`src/rtl/vector_mem_pkg.sv`:
```
// Shared types and constants for the vector memory sequencer.
package vector_mem_pkg;

  localparam int WORD_SIZE = 32;

  // Element size encoding as carried on CmdSize.
  typedef enum logic [1:0] {
    SIZE_B       = 2'b00,
    SIZE_H       = 2'b01,
    SIZE_W       = 2'b10,
    SIZE_ILLEGAL = 2'b11
  } mem_size_t;

  // Sequencer control states.
  typedef enum logic [1:0] {
    IDLE   = 2'b00,
    RUN    = 2'b01,
    FINISH = 2'b10
  } seq_state_t;

endpackage

```
`src/rtl/vector_lane_align.sv`:
```
// Combinational lane steering for one vector element: byte enables,
// replicated store data, extended load value and misalignment flag.
module vector_lane_align
  import vector_mem_pkg::*;
(
  input  mem_size_t              i_size,
  input  logic                   i_signed,
  input  logic [1:0]             i_ea_lo,
  input  logic [WORD_SIZE-1:0]   i_elem,
  input  logic [WORD_SIZE-1:0]   i_mem_data,
  output logic [3:0]             o_byte_en,
  output logic [WORD_SIZE-1:0]   o_wdata,
  output logic [WORD_SIZE-1:0]   o_load_val,
  output logic                   o_misalign
);

  logic [7:0]  w_byte;
  logic [15:0] w_half;

  // Select the addressed lane of MemData and build per-size access controls.
  always_comb begin
    // NOTE: every output gets a default first so no path through the case
    // leaves a variable unassigned, which would otherwise infer a latch.
    o_byte_en  = 4'b0000;
    o_wdata    = '0;
    o_load_val = '0;
    o_misalign = 1'b0;
    w_byte     = 8'(i_mem_data >> {i_ea_lo, 3'b000});
    w_half     = i_ea_lo[1] ? i_mem_data[31:16] : i_mem_data[15:0];

    case (i_size)
      SIZE_B: begin
        o_byte_en  = 4'b0001 << i_ea_lo;
        o_wdata    = {4{i_elem[7:0]}};
        o_load_val = i_signed ? {{24{w_byte[7]}}, w_byte} : {24'b0, w_byte};
      end
      SIZE_H: begin
        o_byte_en  = i_ea_lo[1] ? 4'b1100 : 4'b0011;
        o_wdata    = {2{i_elem[15:0]}};
        o_load_val = i_signed ? {{16{w_half[15]}}, w_half} : {16'b0, w_half};
        o_misalign = i_ea_lo[0];
      end
      SIZE_W: begin
        o_byte_en  = 4'b1111;
        o_wdata    = i_elem;
        o_load_val = i_mem_data;
        o_misalign = |i_ea_lo;
      end
      default: begin
        // Illegal size never reaches RUN; defaults apply.
      end
    endcase
  end

endmodule

```
`src/rtl/vector_mem_sequencer.sv`:
```
// Strided vector load/store sequencer driving the word-wide vector storage
// port, one element access per cycle.
// Optional feature: define VECTOR_SEQ_MASK_EN to add the CmdMask input,
// which turns masked-off elements into idle cycles (loads write zero).
module vector_mem_sequencer
  import vector_mem_pkg::*;
#(
  parameter  int ADRESS_SIZE  = 10,
  parameter  int MAX_ELEMENTS = 8,
  localparam int CNT_BITS     = $clog2(MAX_ELEMENTS + 1)
) (
  input  logic                              clk,
  input  logic                              reset_n,
  input  logic                              CmdValid,
  output logic                              CmdReady,
  input  logic                              CmdWrite,
  input  logic [1:0]                        CmdSize,
  input  logic                              CmdSigned,
  input  logic [ADRESS_SIZE-1:0]            CmdBase,
  input  logic [ADRESS_SIZE-1:0]            CmdStride,
  input  logic [CNT_BITS-1:0]               CmdCount,
`ifdef VECTOR_SEQ_MASK_EN
  input  logic [MAX_ELEMENTS-1:0]           CmdMask,
`endif
  input  logic [MAX_ELEMENTS*WORD_SIZE-1:0] StoreVector,
  output logic [MAX_ELEMENTS*WORD_SIZE-1:0] LoadVector,
  output logic                              Done,
  output logic                              Error,
  output logic                              MemEn,
  output logic                              WriteEnable,
  output logic [3:0]                        ByteEn,
  output logic [ADRESS_SIZE-1:0]            MemoryAdress,
  output logic [WORD_SIZE-1:0]              WriteData,
  input  logic [WORD_SIZE-1:0]              MemData
);

  localparam int IDX_BITS = $clog2(MAX_ELEMENTS);

  seq_state_t                        r_state;
  seq_state_t                        w_next_state;
  logic                              r_write;
  mem_size_t                         r_size;
  logic                              r_signed;
  logic [ADRESS_SIZE-1:0]            r_stride;
  logic [ADRESS_SIZE-1:0]            r_addr;
  logic [CNT_BITS-1:0]               r_count;
  logic [CNT_BITS-1:0]               r_idx;
  logic [MAX_ELEMENTS*WORD_SIZE-1:0] r_store_vec;
  logic [MAX_ELEMENTS*WORD_SIZE-1:0] r_load_vec;
  logic                              r_error;
`ifdef VECTOR_SEQ_MASK_EN
  logic [MAX_ELEMENTS-1:0]           r_mask;
`endif

  logic [IDX_BITS-1:0]  w_idx;
  logic [WORD_SIZE-1:0] w_elem;
  logic [3:0]           w_byte_en;
  logic [WORD_SIZE-1:0] w_wdata;
  logic [WORD_SIZE-1:0] w_load_val;
  logic                 w_misalign;
  logic                 w_active;
  logic                 w_run;
  logic                 w_accept;
  logic                 w_abort;
  logic                 w_last;

  assign w_idx    = r_idx[IDX_BITS-1:0];
  assign w_elem   = r_store_vec[WORD_SIZE*w_idx +: WORD_SIZE];
  assign w_run    = (r_state == RUN);
  assign w_accept = (r_state == IDLE) && CmdValid;
`ifdef VECTOR_SEQ_MASK_EN
  assign w_active = r_mask[w_idx];
`else
  assign w_active = 1'b1;
`endif
  // A masked-off element skips the alignment check entirely.
  assign w_abort  = w_run && w_active && w_misalign;
  assign w_last   = (r_idx == r_count - CNT_BITS'(1));

  vector_lane_align u_lane_align (
    .i_size     (r_size),
    .i_signed   (r_signed),
    .i_ea_lo    (r_addr[1:0]),
    .i_elem     (w_elem),
    .i_mem_data (MemData),
    .o_byte_en  (w_byte_en),
    .o_wdata    (w_wdata),
    .o_load_val (w_load_val),
    .o_misalign (w_misalign)
  );

  // Storage port is driven combinationally from the registered element state.
  assign MemEn        = w_run && w_active && !w_misalign;
  assign WriteEnable  = MemEn && r_write;
  assign ByteEn       = w_run ? w_byte_en : 4'b0000;
  assign MemoryAdress = w_run ? {r_addr[ADRESS_SIZE-1:2], 2'b00} : '0;
  assign WriteData    = w_run ? w_wdata : '0;
  assign CmdReady     = (r_state == IDLE);
  assign Done         = (r_state == FINISH);
  assign Error        = r_error;
  assign LoadVector   = r_load_vec;

  // State register.
  always_ff @(posedge clk or negedge reset_n) begin
    // NOTE: sequential state uses non-blocking assignment so every register
    // samples pre-edge values regardless of statement order.
    if (!reset_n) r_state <= IDLE;
    else          r_state <= w_next_state;
  end

  // Next-state logic: accept, walk elements, stop on last or misaligned.
  always_comb begin
    w_next_state = r_state;
    case (r_state)
      IDLE: begin
        if (CmdValid) begin
          if ((CmdCount == '0) || (CmdSize == SIZE_ILLEGAL)) w_next_state = FINISH;
          else                                                w_next_state = RUN;
        end
      end
      RUN:     if (w_abort || w_last) w_next_state = FINISH;
      FINISH:  w_next_state = IDLE;
      default: w_next_state = IDLE;
    endcase
  end

  // Command latch, element walker and load gather register.
  always_ff @(posedge clk or negedge reset_n) begin
    if (!reset_n) begin
      // NOTE: the gathered load vector is architecturally visible and must
      // read zero after reset, so this wide register is reset like the rest.
      r_write     <= 1'b0;
      r_size      <= SIZE_B;
      r_signed    <= 1'b0;
      r_stride    <= '0;
      r_addr      <= '0;
      r_count     <= '0;
      r_idx       <= '0;
      r_store_vec <= '0;
      r_load_vec  <= '0;
      r_error     <= 1'b0;
`ifdef VECTOR_SEQ_MASK_EN
      r_mask      <= '0;
`endif
    end else if (w_accept) begin
      r_write     <= CmdWrite;
      r_size      <= mem_size_t'(CmdSize);
      r_signed    <= CmdSigned;
      r_stride    <= CmdStride;
      r_addr      <= CmdBase;
      r_count     <= CmdCount;
      r_idx       <= '0;
      r_store_vec <= StoreVector;
      r_error     <= (CmdSize == SIZE_ILLEGAL);
`ifdef VECTOR_SEQ_MASK_EN
      r_mask      <= CmdMask;
`endif
    end else if (w_run) begin
      if (w_abort) begin
        r_error <= 1'b1;
      end else begin
        if (!r_write) begin
          r_load_vec[WORD_SIZE*w_idx +: WORD_SIZE] <= w_active ? w_load_val : '0;
        end
        r_idx  <= r_idx + CNT_BITS'(1);
        r_addr <= r_addr + r_stride;
      end
    end
  end

endmodule

```
`config.mk`:
```
export PLATFORM = sky130hd
export DESIGN_NAME = vector_mem_sequencer
export DESIGN_NICKNAME = d
export VERILOG_FILES = /design/src/rtl/vector_mem_pkg.sv /design/src/rtl/vector_lane_align.sv /design/src/rtl/vector_mem_sequencer.sv
export SDC_FILE = /design/constraint.sdc
export NUM_CORES = 1
export LEC_CHECK = 0
export CAP_MARGIN = 20
export CORE_AREA = 2 2 247 249
export DETAILED_ROUTE_END_ITERATION = 8
export DIE_AREA = 0 0 249 251
export HOLD_SLACK_MARGIN = 0.12
export PLACE_DENSITY_LB_ADDON = 0.08
export SLEW_MARGIN = 20
export SYNTH_ARGS = -nofsm -noshare
export SYNTH_HDL_FRONTEND = slang
export SYNTH_SLANG_ARGS = --single-unit
```
`constraint.sdc`:
```
create_clock -name clk -period 3.4 [get_ports clk]
set_input_delay 0.51 -clock clk [delete_from_list [all_inputs] [get_ports clk]]
set_output_delay 0.51 -clock clk [all_outputs]
set_load 0.01 [all_outputs]
```
==> summary.txt <==
Floorplanning
  – Initial cell density of the core: 0.406
  – Placement Rows: 90
  – Die Wd: 249 µm
  – Core box area: 59800 µm²
  – Die area: around 62000 µm²
  – Height of the chip: about 250 µm
  – # IOs: roughly 630

Clock network
  – CTS tree: built
  – Skew-Pair Late Insertion Delay: 0.62 ns
  – Maximum clock insertion buffer count: 3
  – CTS sink cnt: ~550
  – Number of CTS-inserted buffers: 59
  – Root Buffer: clkbuf_16
  – # H-tree levels: 2
  – Clock slew at reported path FFs: ~0.07 ns

Synthesis
  – Number of enable flip-flop cells after synthesis: 0
  – #FFs+latches synth: roughly 550
  – Syn. warnings: 0
  – Cells after synthesis: roughly 2.5k
  – Seq/Total Area, Yosys: 0.564
  – Primary FF master, synth: dfrtp_1
  – Synthesized area per cell: 9.65 µm²
  – Post-Syn Area: 24300 µm²
  – Distinct cells, synth: 59
  – Async SR Flop Fraction: 1.00

Critical path
  – CP required: 2.89 ns
  – Startpoint Class: register
  – Max incr delay on CP: 0.60 ns
  – Most common cell on crit path: buf_12
  – R2R depth: 10
  – CP arrival: between 2 and 3 ns
  – Worst Setup End Kind: primary output
  – Crit Path Class: register to primary output
  – Bufs and invs on worst path: 4
  – Max stage delay cell, worst path: clkdlybuf4s50_1
  – CP Max Fanout: 11
  – Crit-path cells: buf_12, buf_16, buf_12, mux4_2, nand2_2, a21oi_1, clkdlybuf4s50_1
  – Cell family with most CP delay: buffers and inverters
  – CP Depth: 7

STA
  – Final slew viol count: 0
  – RSZ-0062 raised after global routing: yes
  – Setup WS post-layout: -0.0224 ns
  – Final critical-path share of the clock period: 1.01
  – Final hold violation count: 0
  – Fmax: 292 MHz
  – Slew headroom: 0.516
  – Fin crit period: roughly 3.4 ns
  – Setup_tns: -0.0224 ns
  – Worst-margin pin slew: 0.726 ns
  – Final Skew: 0.0212 ns
  – Setup violators final: 1

Placement
  – Post-Place Cells: 3811
  – Gp weighted congestion: 0.925
  – DP Wirelength: 66.7 mm
  – Setup WS pre-CTS: between 0.2 and 0.3 ns
  – IO buf count: 623

Layout
  – Fin util: 0.571
  – FILL cells: 5294
  – Layout cell share with drive strength beyond 1: 0.127
  – Final nets: 3459
  – Sequential Area: 13700 µm²
  – Synthesis-to-layout area growth: 40.7%
  – Post-route insts no fill: 3957
  – Area occupied by multi-input gates: 10000 µm²

Routing
  – DRC errors left: 0
  – Starting DRT DRC Count: roughly 1.6k
  – Vias: 20.8k
  – Drt wl/cell: 22.6 µm
  – Antenna viol nets, final: 0
  – Number of vias per cell: between 5 and 6
  – Final WL: 89.3 mm
  – 1st-pass router iterations: 8

Global routing
  – GRT Residual Overflow: 0
  – Initial antenna violation count: 12
  – Largest net degree at the start of global routing: 96
  – First-pass GRT wire length: 132 mm
  – Overall Global Routing Usage: 0.281
  – Vias in the first global route: around 21k

Power
  – VDD IR max: 0.450 mV
  – Clock power share: 0.226
  – LEAKAGE: 0.0161 µW
  – Power density over the cells: slightly below 900 nW/µm²
  – Pint: 18800 µW
  – Sequential power share: 0.344
  – Switching power: 11600 µW
  – Sw Ratio: 0.381
  – Combinational Power Share: 0.431

Outcome
  – Outcome: finished, violations left
  – Failing checks: setup timing

Job
  – Max Cap Viol: 0

Worst hold path
  – Min-delay worst type: primary input to register
  – Min-Delay Path Depth: 3
power by group through the flow:
stage / combinational, µW / clock, µW / sequential, µW
after detailed placement: 12600 / 0 / 10600
after global placement: 12400 / 0 / 10500
after floorplan: 6920 / 0 / 10200
final: 13100 / 6850 / 10400
after global routing: 14200 / 7230 / 10700
after CTS: 12900 / 6950 / 10400
layout by cell type (no fill, tap or decap), drive strengths merged, types with 4 or more instances in the layout:
cell           synthesis  layout
nor3                   4       4
dlymetal6s2s           0       6
mux2i                  5       5
mux4                  64      64
a21oi                 55      55
xor2                   5       5
inv                   10      10
and2                  12      12
clkdlybuf4s15          0       4
nand2b                 7       7
nor2                  64      64
diode                  0       7
nand2               1157    1157
nor2b                  5       5
ha                    20      20
a21o                  22      22
clkinvlp               0       4
a222oi                14      14
clkinv                 1      11
bufinv                 0       8
clkbuf               147      98
o31ai                105     105
clkdlybuf4s50          0     595
a22oi                  8       8
xnor2                 11      11
o21ai                 95      95
buf                   30      96
mux2                  84      84
dfrtp                547     547
dlygate4sd2            0       7
cells in the mapped netlist, types with 5 or more instances:
cell / n / share of area
clkbuf_1: 147 / 0.023
mux2_2: 80 / 0.037
mux2i_1: 5 / 0.0021
buf_1: 6 / 0.00093
a222oi_1: 14 / 0.0058
nor2_1: 64 / 0.0099
nand2b_1: 7 / 0.0018
ha_1: 20 / 0.010
inv_1: 9 / 0.0014
a21o_1: 22 / 0.0068
xnor2_1: 11 / 0.0040
xor2_1: 5 / 0.0018
nand2_1: 1157 / 0.18
and2_1: 12 / 0.0031
a21oi_1: 55 / 0.011
a22oi_1: 8 / 0.0025
buf_2: 19 / 0.0039
nor2b_1: 5 / 0.0013
mux4_2: 64 / 0.059
dfrtp_1: 547 / 0.56
o21ai_0: 93 / 0.019
o31ai_1: 105 / 0.032
metrics by stage:
step / total power [µW] / hold WS (ns) / cell area [µm²]
3_5_place_dp: 23100 / 0.457 / 31600
6_report: 30400 / 0.414 / 34200
2_1_floorplan: 17200 / 0.214 / 24300
4_1_cts: 30300 / 0.383 / 33900
3_3_place_gp: 22900 / 0.452 / 31600
5_1_grt: 32100 / 0.399 / 34200
routing by layer:
layer | up-vias | global-route usage | wire length, µm
met5 | - | 0 | 56
met4 | 8 | 0.101 | 3050
met3 | 155 | 0.0500 | 5400
met2 | 757 | 0.500 | 45800
met1 | 10300 | 0.343 | 35000
li1 | 9546 | - | -
worst min-delay path: cells and delay by family:
| family | cells | cell delay (ns) |
|---|---|---|
| buffers and inverters | 1 | 0.40 |
| AND/OR/NAND/NOR | 2 | 0.10 |
state kept, by name, indices dropped and copies added, names as in the netlist:
name	flops
Error	1
LoadVector	256
r_addr	10
r_count	4
r_idx	4
r_signed	1
r_size	2
r_state	2
r_store_vec	256
r_stride	10
r_write	1
timing repair:
item / CTS / global route
pin swaps: 10 / 11
hold buffers: 1 / 0
gates cloned: 0 / 1
endpoints found under the setup margin: 31 / 19
gates resized for setup: 65 / 35
endpoints found under the hold margin: 48 / 0
buffers inserted: 6 / 21
cell type report:
class	instances	area share
clock inverter	22	0.00959
multi-input combinational	1781	0.293
clock buffer	88	0.0512
antenna	7	0.000513
timing repair buffer	719	0.215
tap	782	0.0286
inverter	11	0.00121
sequential	547	0.401
kinds of logic (layout without fill, tap and decap cells):
group	after synthesis	in the layout	synth area share
AOI/OAI and AO/OA	320	320	0.0857
adders and majority gates	21	21	0.0111
buffers and inverters	188	840	0.0311
other	1	9	0.000154
xor gates and xnor gates	16	16	0.00577
DFF	547	547	0.564
muxes	153	153	0.101
and+or+nand+nor	1269	1269	0.202
path summary, 6_finish.rpt:
check                                   end             from  slack (ns)
hold / removal              r_store_vec[98]  StoreVector[98]        0.41
min in group asynchronous   LoadVector[153]          reset_n        0.42
max in group asynchronous  r_store_vec[205]          reset_n        1.81
setup / recovery               WriteData[7]         r_idx[0]       -0.02
setup reg to reg             LoadVector[83]         r_idx[0]        0.34
hold reg to reg             r_store_vec[98]  r_store_vec[98]        0.47
(Power assumes the default switching activity.)
